[config.mk]
export PLATFORM = sky130hd
export DESIGN_NAME = light_sequencer
export DESIGN_NICKNAME = d
export VERILOG_FILES = /design/src/rtl/light_seq_pkg.sv /design/src/rtl/phase_timer.sv /design/src/rtl/light_sequencer.sv
export SDC_FILE = /design/constraint.sdc
export NUM_CORES = 1
export LEC_CHECK = 0
export ABC_AREA = 1
export BUFFER_PORTS_ARGS = -buffer_cell sky130_fd_sc_hd__buf_4
export CORE_MARGIN = 1.5
export CORE_UTILIZATION = 45
export DETAILED_ROUTE_END_ITERATION = 10
export PLACE_DENSITY = 0.73
export SYNTH_ARGS = -nofsm -noshare
export SYNTH_HDL_FRONTEND = slang
export SYNTH_HIERARCHICAL = 1
export SYNTH_SLANG_ARGS = --single-unit
[constraint.sdc]
create_clock -name clock -period 3 [get_ports clock]
set_input_delay 0.3 -clock clock [delete_from_list [all_inputs] [get_ports clock]]
set_output_delay 0.3 -clock clock [all_outputs]
set_load 0.005 [all_outputs]
[src/rtl/light_seq_pkg.sv]
// Shared types and constants for the light_sequencer block.
package light_seq_pkg;

  localparam int unsigned DefTimerW = 6;
  localparam int unsigned DefRoundW = 4;

  typedef enum logic [2:0] {
    StIdle,
    StGreen,
    StYellow,
    StRed,
    StDone
  } state_e;

  localparam logic [1:0] PH_NONE   = 2'd0;
  localparam logic [1:0] PH_GREEN  = 2'd1;
  localparam logic [1:0] PH_YELLOW = 2'd2;
  localparam logic [1:0] PH_RED    = 2'd3;

  // Bit positions inside alarm_flags, {deception_out, a3, a2, a1}.
  localparam int unsigned AlarmIdxA1  = 0;
  localparam int unsigned AlarmIdxA2  = 1;
  localparam int unsigned AlarmIdxA3  = 2;
  localparam int unsigned AlarmIdxDec = 3;

  // First phase after cur with a nonzero length, in green/yellow/red order.
  // nz is {red, yellow, green} nonzero. cur == StIdle means "start of a round".
  // Returns StDone when no later phase remains in the current round.
  function automatic state_e next_phase(input state_e cur, input logic [2:0] nz);
    next_phase = StDone;
    if ((cur == StIdle) && nz[0]) begin
      next_phase = StGreen;
    end else if (((cur == StIdle) || (cur == StGreen)) && nz[1]) begin
      next_phase = StYellow;
    end else if ((cur != StRed) && (cur != StDone) && nz[2]) begin
      next_phase = StRed;
    end
  endfunction

endpackage

[src/rtl/phase_timer.sv]
// Down-counter that times one light phase. Loading length-1 on phase entry makes
// expire assert in the phase's last cycle; the count saturates at zero.
module phase_timer
  import light_seq_pkg::*;
#(
  parameter int unsigned TIMER_W = DefTimerW
) (
  input  logic               clock,
  input  logic               reset,
  input  logic               load,
  input  logic [TIMER_W-1:0] load_val,
  output logic               expire
);

  logic [TIMER_W-1:0] count_q, count_d;

  // Load on phase entry, otherwise count down and hold at zero.
  always_comb begin
    count_d = count_q;
    if (load) begin
      count_d = load_val;
    end else if (count_q != '0) begin
      count_d = count_q - TIMER_W'(1);
    end
  end

  // Counter register with synchronous reset.
  always_ff @(posedge clock) begin
    if (reset) begin
      count_q <= '0;
    end else begin
      count_q <= count_d;
    end
  end

  assign expire = (count_q == '0);

endmodule

[src/rtl/light_sequencer.sv]
// Timed green/yellow/red stimulus sequencer with sticky alarm capture.
// Optional build macro LIGHT_SEQ_ABORT_ON_ALARM_EN: any alarm while busy ends the
// sequence early through DONE and sets aborted.
module light_sequencer
  import light_seq_pkg::*;
#(
  parameter int unsigned TIMER_W = DefTimerW,
  parameter int unsigned ROUND_W = DefRoundW
) (
  input  logic               clock,
  input  logic               reset,
  input  logic               start,
  input  logic [TIMER_W-1:0] green_len,
  input  logic [TIMER_W-1:0] yellow_len,
  input  logic [TIMER_W-1:0] red_len,
  input  logic [ROUND_W-1:0] rounds,
  input  logic               a1,
  input  logic               a2,
  input  logic               a3,
  input  logic               deception_out,
  output logic               green,
  output logic               yellow,
  output logic               red,
  output logic               busy,
  output logic               done,
  output logic               aborted,
  output logic [3:0]         alarm_flags,
  output logic [1:0]         phase
);

  state_e             state_q, state_d;
  logic [TIMER_W-1:0] g_len_q, g_len_d, y_len_q, y_len_d, r_len_q, r_len_d;
  logic [ROUND_W-1:0] round_q, round_d;
  logic [3:0]         flags_q, flags_d;
  logic [3:0]         alarm_in;
  logic [2:0]         nz_in, nz_q;
  logic               in_phase;
  logic               timer_load, timer_expire;
  logic [TIMER_W-1:0] timer_val;
  logic [TIMER_W-1:0] src_g, src_y, src_r;
  state_e             after_cur, round_first, start_first;

`ifdef LIGHT_SEQ_ABORT_ON_ALARM_EN
  logic aborted_q, aborted_d;
`endif

  // Gather alarm inputs into flag bit order.
  always_comb begin
    alarm_in              = '0;
    alarm_in[AlarmIdxA1]  = a1;
    alarm_in[AlarmIdxA2]  = a2;
    alarm_in[AlarmIdxA3]  = a3;
    alarm_in[AlarmIdxDec] = deception_out;
  end

  assign nz_in       = {red_len != '0, yellow_len != '0, green_len != '0};
  assign nz_q        = {r_len_q != '0, y_len_q != '0, g_len_q != '0};
  assign in_phase    = (state_q == StGreen) || (state_q == StYellow) || (state_q == StRed);
  assign after_cur   = next_phase(state_q, nz_q);
  assign round_first = next_phase(StIdle, nz_q);
  assign start_first = next_phase(StIdle, nz_in);

  // Next-state, latching and flag capture.
  always_comb begin
    state_d = state_q;
    g_len_d = g_len_q;
    y_len_d = y_len_q;
    r_len_d = r_len_q;
    round_d = round_q;
    flags_d = flags_q;
`ifdef LIGHT_SEQ_ABORT_ON_ALARM_EN
    aborted_d = aborted_q;
`endif
    unique case (state_q)
      StIdle: begin
        if (start) begin
          g_len_d = green_len;
          y_len_d = yellow_len;
          r_len_d = red_len;
          round_d = (rounds == '0) ? ROUND_W'(1) : rounds;
          flags_d = '0;
`ifdef LIGHT_SEQ_ABORT_ON_ALARM_EN
          aborted_d = 1'b0;
`endif
          // start_first is StDone when every length is zero.
          state_d = start_first;
        end
      end
      StGreen, StYellow, StRed: begin
        flags_d = flags_q | alarm_in;
        if (timer_expire) begin
          if (after_cur != StDone) begin
            state_d = after_cur;
          end else if (round_q <= ROUND_W'(1)) begin
            state_d = StDone;
          end else begin
            round_d = round_q - ROUND_W'(1);
            state_d = round_first;
          end
        end
`ifdef LIGHT_SEQ_ABORT_ON_ALARM_EN
        if (alarm_in != '0) begin
          state_d   = StDone;
          aborted_d = 1'b1;
        end
`endif
      end
      StDone: begin
        state_d = StIdle;
      end
      default: begin
        state_d = StIdle;
      end
    endcase
  end

  assign src_g = (state_q == StIdle) ? green_len  : g_len_q;
  assign src_y = (state_q == StIdle) ? yellow_len : y_len_q;
  assign src_r = (state_q == StIdle) ? red_len    : r_len_q;

  // Reload the timer whenever a phase is entered, including re-entry of the same
  // phase at a round boundary when it is the only nonzero one.
  always_comb begin
    timer_load = ((state_q == StIdle) || (in_phase && timer_expire)) &&
                 ((state_d == StGreen) || (state_d == StYellow) || (state_d == StRed));
    timer_val  = '0;
    case (state_d)
      StGreen:  timer_val = src_g - TIMER_W'(1);
      StYellow: timer_val = src_y - TIMER_W'(1);
      StRed:    timer_val = src_r - TIMER_W'(1);
      default:  timer_val = '0;
    endcase
  end

  phase_timer #(
    .TIMER_W (TIMER_W)
  ) u_phase_timer (
    .clock    (clock),
    .reset    (reset),
    .load     (timer_load),
    .load_val (timer_val),
    .expire   (timer_expire)
  );

  // State and latched configuration registers.
  always_ff @(posedge clock) begin
    if (reset) begin
      state_q <= StIdle;
      g_len_q <= '0;
      y_len_q <= '0;
      r_len_q <= '0;
      round_q <= '0;
      flags_q <= '0;
`ifdef LIGHT_SEQ_ABORT_ON_ALARM_EN
      aborted_q <= 1'b0;
`endif
    end else begin
      state_q <= state_d;
      g_len_q <= g_len_d;
      y_len_q <= y_len_d;
      r_len_q <= r_len_d;
      round_q <= round_d;
      flags_q <= flags_d;
`ifdef LIGHT_SEQ_ABORT_ON_ALARM_EN
      aborted_q <= aborted_d;
`endif
    end
  end

  // Outputs decode straight from registered state, so they are glitch-free.
  always_comb begin
    phase = PH_NONE;
    case (state_q)
      StGreen:  phase = PH_GREEN;
      StYellow: phase = PH_YELLOW;
      StRed:    phase = PH_RED;
      default:  phase = PH_NONE;
    endcase
  end

  assign green       = (state_q == StGreen);
  assign yellow      = (state_q == StYellow);
  assign red         = (state_q == StRed);
  assign busy        = in_phase;
  assign done        = (state_q == StDone);
  assign alarm_flags = flags_q;

`ifdef LIGHT_SEQ_ABORT_ON_ALARM_EN
  assign aborted = aborted_q;
`else
  assign aborted = 1'b0;
`endif

endmodule

==> results of run 1 <==
## worst reg2reg max path, delay by kind of cell (launching register included)
family                     cells  cell delay [ns]
and+or+nand+nor               11             1.19
buffers and inverters          4             0.40
AOI/OAI and AO/OA              2             0.17
adders and majority gates      2             0.50
DFF                            1             0.33
## routing by layer
metal / track usage / vias to the layer above
met5: 0 / -
met4: 0.05000 / 0
met3: 0.03810 / 2
met2: 0.3690 / 40
met1: 0.2843 / 1104
li1: - / 1333
## power groups by stage
stage,registers [mW],logic (mW),clock network [mW]
finish,0.679,1.86,0.381
global placement,0.687,1.82,0
detailed placement,0.689,1.85,0
CTS,0.679,1.85,0.392
floorplan,0.673,1.49,0
global route,0.697,2.14,0.417
## cells in the mapped netlist
master / count / area share
xor2_1: 1 / 0.0036
o211ai_1: 1 / 0.0031
nor3_1: 4 / 0.0082
inv_2: 6 / 0.0092
o21ai_0: 32 / 0.066
buf_6: 2 / 0.0092
dfxtp_1: 35 / 0.29
nor2_1: 58 / 0.089
nor3_2: 1 / 0.0041
a31oi_1: 2 / 0.0051
clkinv_1: 3 / 0.0046
clkbuf_1: 7 / 0.011
nor2_2: 4 / 0.010
nand3_2: 2 / 0.0082
ha_1: 5 / 0.026
nand4_4: 1 / 0.0087
nand2_1: 96 / 0.15
buf_4: 1 / 0.0031
a211oi_1: 10 / 0.031
nor2_4: 8 / 0.037
inv_1: 49 / 0.075
nand2_4: 2 / 0.0092
nand3_1: 30 / 0.061
buf_1: 1 / 0.0015
nand2_2: 5 / 0.013
a21oi_2: 1 / 0.0036
nand4_1: 3 / 0.0077
conb_1: 1 / 0.0015
or2_2: 1 / 0.0026
a21oi_1: 23 / 0.047
xnor2_1: 2 / 0.0072
## per-stage QoR
stage	hold WS, ns	util
after global routing	0.2639	0.5576
after floorplan	0.3691	-
after CTS	0.2627	0.5566
after global placement	0.4357	0.5373
after detailed placement	0.4401	0.5373
final	0.2695	0.5576
## cell type report
cell class                 instances  area, µm²  area share
tap                               70      87.58     0.03037
inverter                          58      217.7     0.07549
timing repair buffer              41      307.8      0.1067
sequential                        35      700.7      0.2429
multi-input combinational        293       1470      0.5098
clock buffer                       8      100.1     0.03471
## flip-flops by register name, indices dropped and copies added (netlist names)
name and cells:
r_len_q 6, g_len_q 6, state_q 3, round_q 4, alarm_flags 4, u_phase_timer/count_q 6, y_len_q 6
## cells by family after synthesis
| logic type | share of synthesized area |
|---|---|
| and+or+nand+nor | 0.4066 |
| AOI/OAI and AO/OA | 0.1551 |
| buffers and inverters | 0.1137 |
| DFF | 0.2867 |
| adders and majority gates | 0.02560 |
| xor gates and xnor gates | 0.01075 |
| other | 0.001535 |
## worst paths after layout
check                           cells past startpoint  slack, ns                  endpoint
worst max-delay path                               19       0.33  u_phase_timer/count_q[1]
worst min-delay path                                3       0.27                g_len_q[1]
worst max register to register                     19       0.33  u_phase_timer/count_q[1]
worst min register to register                      2       0.45            alarm_flags[2]
==> results.md, run 1 <==
- Outcome: finished, final reports clean
- Largest net degree at the start of global routing: 26
- Worst-path cell chain: inv_1, ha_1, nand3_1, inv_1, inv_1, nor2_4, nand2_1, nand2_4, inv_2, nor2_1, nand2_1, nand2_1, nor2_4, ha_1, nor2_1, a21oi_1, nand2_1, nand2_1, a21oi_1
- Worst Path Buf+Inv: 4
- Placed insts: between 400 and 500
- Yosys warning count: 6
- CP peak stage delay: around 0.33 ns
- All-Layer GR Usage: 0.2169
- Standard-cell rows: 26
- Core area: 5172 µm²
- Die Y: around 77 µm
- DRC viols: 0
- Total power: just under 3 mW
- Share of power burned in registers: 0.233
- Reg clk slew, reported paths: 0.07 ns
- Arrival time of the worst setup path: 2.88 ns
- Minimum clock period: between 2 and 3 ns
- Net Sw Power: around 1.5 mW
- Max cap viols: 0
- Final HPWL DP: 4735 µm
- Layout Cells excl Fill: between 500 and 600
- Clock sink total: 35
- Fin nets: ~470
- Peak VDD IR: approximately 0.47 mV
- Critical Path RT: about 3.2 ns
- Worst-Skew Late Latency: 0.29 ns
- Cts hold-fix bufs: 0
- PortBufs: 39
- Met2 wire len: ~2800 µm
- Mapped Area: ~2400 µm²
- Via count: around 2,500
- Final Hold Vio Count: 0
- Post-CTS sizing: 0
- PD cells: around 1000 nW/µm²
- Net Count, Synth: ~430
- Gate Count Post-Synth: 397
- Area Overhead vs Synth: 18.02%
- Worst path slowest cell: dfxtp_1
- Cell Area, Placed: between 2000 and 3000 µm²
- Most frequent CP cell: nand2_1
- Commonest non-fill, non-tap cell in the layout: nand2_1
- Unrepaired setup endpoints after global routing: false
- Setup TNS: 0 ns
- Final setup viols: 0
- Net Sw Frac: 0.5021
- First-pass GRT wire length: slightly above 10,000 µm
- Starting DRT DRC Count: approximately 200
- Logic gate share of total power: 0.637
- Vias/cell: 4.909
- Num CTS Buffers: 5
- Critical path launch point: u_phase_timer/count_q[0]
- Worst Tran Pin Value: between 0.5 and 0.6 ns
- Post-CTS setup buffers: 0
- # diodes: 0
- Worst hold path class: in2reg
- Routed Antenna Nets: 0
- Yosys cell types: 31
- Initial Utilization: 0.4724
- Slew Viols, Final: 0
- Static Leak: about 1.4 nW
- Post-synthesis sequential area ratio: 0.2867
- IO Count: 41
- Vias in the first global route: 2,371
- Critical Path Start Type: flip-flop
- Final instance area: 2884 µm²
- Clock power share: 0.131
- Wl on met1: slightly below 3000 µm
- Antenna violations before repair: 0
- CP top delay family: simple AND/OR/NAND/NOR gates
- Worst rel slew slack: 0.6595
- Max Clock Skew: ~0.0075 ns
- #FFs+latches synth: 35
- Layout filler cell count: 522
- Syn_area_per_cell: between 6 and 7 µm²
- WL/cell: 11.78 µm
- WS Path Type: reg2reg
- Crit share post-route: 0.8897
- CTS H-Tree Depth: 2
- DR top layer: met4
- Routed wire length: slightly below 6000 µm
- Crit path max fanout: 11
- Internal power: roughly 1.5 mW
- F_max: 0.3747 GHz
- GRT overflow: 0
- Commonest non-fill, non-tap cells in the layout: nand2_1 (96), nor2_1 (58), inv_1 (49)
- Worst Slack Setup Final: between 0.3 and 0.4 ns
- Root buffer cell: clkbuf_8
- Met3 WL: approximately 190 µm
- Clk buf depth: 2
- GPL Wtd Cong: 0.9222
- Layout cells sized above 1: 0.1816
- Die area: 5881 µm²
- Hold_sp: green_len[1]
- CTS tree: yes
- Die X-Extent: between 70 and 80 µm
- Drt pass-1 iters: 4
- CP Capture Type: flip-flop
- Worst r2r src: u_phase_timer/count_q[0]
- Pre-CTS setup slack: ~0.32 ns
(Power assumes the default switching activity.)
==> run 2: changes to the inputs <==
--- a/config.mk
+++ b/config.mk
@@ -7,6 +7,7 @@
 export LEC_CHECK = 0
 export ABC_AREA = 1
 export BUFFER_PORTS_ARGS = -buffer_cell sky130_fd_sc_hd__buf_4
+export CORE_ASPECT_RATIO = 0.5
 export CORE_MARGIN = 1.5
 export CORE_UTILIZATION = 45
 export DETAILED_ROUTE_END_ITERATION = 10
==> run 2 against run 1 <==
- wire length grew 5.7%
- combinational power is essentially flat
- clock-buffer cell count shrank 3
- maximum frequency shrank 0.11%
- critical path type unchanged
==> results.md, run 2 (same netlist as run 1, synthesis figures left out) <==
- WL/cell: 12.45 µm (+5.7%)
- Worst hold path class: in2reg
- Root buffer cell: clkbuf_8
- F_max: 0.3743 GHz (-0.11%)
- GPL Wtd Cong: 0.9860 (+6.9%)
- Critical Path Start Type: flip-flop
- Peak VDD IR: 0.4089 mV (-13%)
- Die X-Extent: 107.2 µm (+40%)
- Crit share post-route: 0.8907 (+0.0009453)
- Core area: 5067 µm² (-2.0%)
- Worst rel slew slack: 0.6445 (-0.01497)
- Final setup viols: 0 (unchanged)
- Max Clock Skew: 0.007911 ns (+0.0004328 ns)
- Final Hold Slack: 0.2620 ns (-0.007543 ns)
- Area Overhead vs Synth: 18.74%
- WHS Endpoint: alarm_flags[3]
- Reg2reg setup slack: 0.33 ns (about the same)
- GRT overflow: 0 (unchanged)
- PD cells: 1036 nW/µm² (+2.5%)
- Routed wire length: 6288 µm (+5.7%)
- Vias in the first global route: 2,204 (-7.0%)
- Hold depth: 3 (unchanged)
- Post-CTS setup buffers: 0 (unchanged)
- Max cap viols: 0 (unchanged)
- Slew Viols, Final: 0 (unchanged)
- Setup TNS: 0 ns (unchanged)
- Critical R2R Capture: u_phase_timer/count_q[4]
- PortBufs: 39 (unchanged)
- First-pass GRT wire length: 10,270 µm (-1.1%)
- Commonest non-fill, non-tap cells in the layout: nand2_1 (95), nor2_1 (58), inv_1 (49)
- Num CTS Buffers: 5 (unchanged)
- Routed Antenna Nets: 0 (unchanged)
- WS Path Type: reg2reg
- Final Hold Vio Count: 0 (unchanged)
- Reg clk slew, reported paths: 0.08 ns (about the same)
- Layout cells sized above 1: 0.1885 (+0.006897)
- CTS tree: yes
- CP Capture Type: flip-flop
- Drt pass-1 iters: 4 (unchanged)
- Initial Utilization: 0.4822 (+0.009798)
- Clk buf depth: 2 (unchanged)
- Unrepaired setup endpoints after global routing: false
- Largest net degree at the start of global routing: 22 (-15%)
- Arrival time of the worst setup path: 2.90 ns (+0.02 ns)
- Worst r2r src: u_phase_timer/count_q[0]
- Starting DRT DRC Count: 157 (-19%)
- Die area: 5908 µm² (+0.45%)
- Minimum clock period: 2.672 ns (+0.002836 ns)
- Worst Tran Pin Value: 0.5312 ns (+0.02237 ns)
- Antenna violations before repair: 0 (unchanged)
- Commonest non-fill, non-tap cell in the layout: nand2_1
- Fin nets: 468 (unchanged)
- DRC viols: 0 (unchanged)
- Hold_sp: deception_out
- # diodes: 0 (unchanged)
- Cells on worst reg2reg path: 19 (unchanged)
- Static Leak: 1.368 nW (+0.36%)
- Vias/cell: 5.014 (+2.1%)
- Outcome: finished, final reports clean
- All-Layer GR Usage: 0.2289 (+0.01196)
- Via count: 2,532 (+2.1%)
- Final HPWL DP: 5012 µm (+5.9%)
- Crit path max fanout: 11 (unchanged)
- Standard-cell rows: 18 (-31%)
- Area of the multi-input gates: 1475 µm² (+0.34%)
- IO Count: 41 (unchanged)
- Worst-Skew Late Latency: 0.29 ns (about the same)
- Clock sink total: 35 (unchanged)
- Total power: 3.006 mW (+3.1%)
- CTS H-Tree Depth: 2 (unchanged)
- Reg area: 700.7 µm² (unchanged)
- Critical Path RT: 3.23 ns (about the same)
- Die Y: 55.11 µm (-28%)
- Layout filler cell count: 507 (-2.9%)
==> run 2: how the worst max path moves through the flow <==
stage | cells after the start | slack (ns) | end | from
after floorplan | 18 | 0.74 | u_phase_timer/count_q[1] | u_phase_timer/count_q[0]
after global placement | 19 | 0.37 | u_phase_timer/count_q[1] | u_phase_timer/count_q[0]
after detailed placement | 19 | 0.28 | u_phase_timer/count_q[4] | u_phase_timer/count_q[0]
after CTS | 19 | 0.24 | u_phase_timer/count_q[4] | u_phase_timer/count_q[0]
after global routing | 19 | 0.009 | u_phase_timer/count_q[4] | u_phase_timer/count_q[0]
final | 19 | 0.33 | u_phase_timer/count_q[4] | u_phase_timer/count_q[0]
==> run 2: per-layer routing <==
| metal | wire [µm] | GRT usage | up-vias |
|---|---|---|---|
| li1 | - | - | 1330 |
| met1 | 3142 | 0.3132 | 1111 |
| met2 | 2651 | 0.3673 | 81 |
| met3 | 387 | 0.04215 | 10 |
| met4 | 107 | 0.08444 | 0 |
| met5 | 0 | 0 | - |
==> run 2: what timing repair did <==
item | CTS | global route
gates resized for setup | 0 | 3
endpoints found under the setup margin | 0 | 3
hold buffers | 0 | 0
==> run 2: report_power, final <==
group / total (mW) / internal [mW] / leakage (nW) / switching, mW
Clock: 0.433 / 0.247 / 0.0581 / 0.186
Sequential: 0.681 / 0.591 / 0.289 / 0.0891
Combinational: 1.89 / 0.657 / 1.02 / 1.24
==> run 2: area by class of cell <==
cell class	count	share of cell area
Multi-Input combinational cell	293	0.5084
Inverter	58	0.07503
Sequential cell	35	0.2415
Clock buffer	5	0.02372
Timing Repair Buffer	41	0.1061
Tap cell	70	0.03019
Clock inverter	3	0.01509
==> run 2: stage by stage <==
step	util	worst slack, ns	cell area, µm²	instances
after global placement	0.5484	0.3703	2779	497
final	0.5726	0.3280	2902	505
after global routing	0.5726	0.009193	2902	505
after CTS	0.5706	0.2447	2892	505
after detailed placement	0.5484	0.2818	2779	497
after floorplan	-	0.7425	2444	397
==> run 2: critical path, stage by stage, from the launching register on <==
cell and delay (ns):
dfxtp_1 0.33, inv_1 0.13, ha_2 0.24, nand3_1 0.11, inv_1 0.11, inv_1 0.07, nor2_4 0.16, nand2_1 0.13
nand2_4 0.16, inv_2 0.09, nor2_1 0.13, nand2_1 0.08, nand2_2 0.11, nor2_4 0.05, ha_1 0.22, nand2_1 0.08
nand2_1 0.05, a21oi_1 0.14, nand2_1 0.07, a21oi_1 0.15
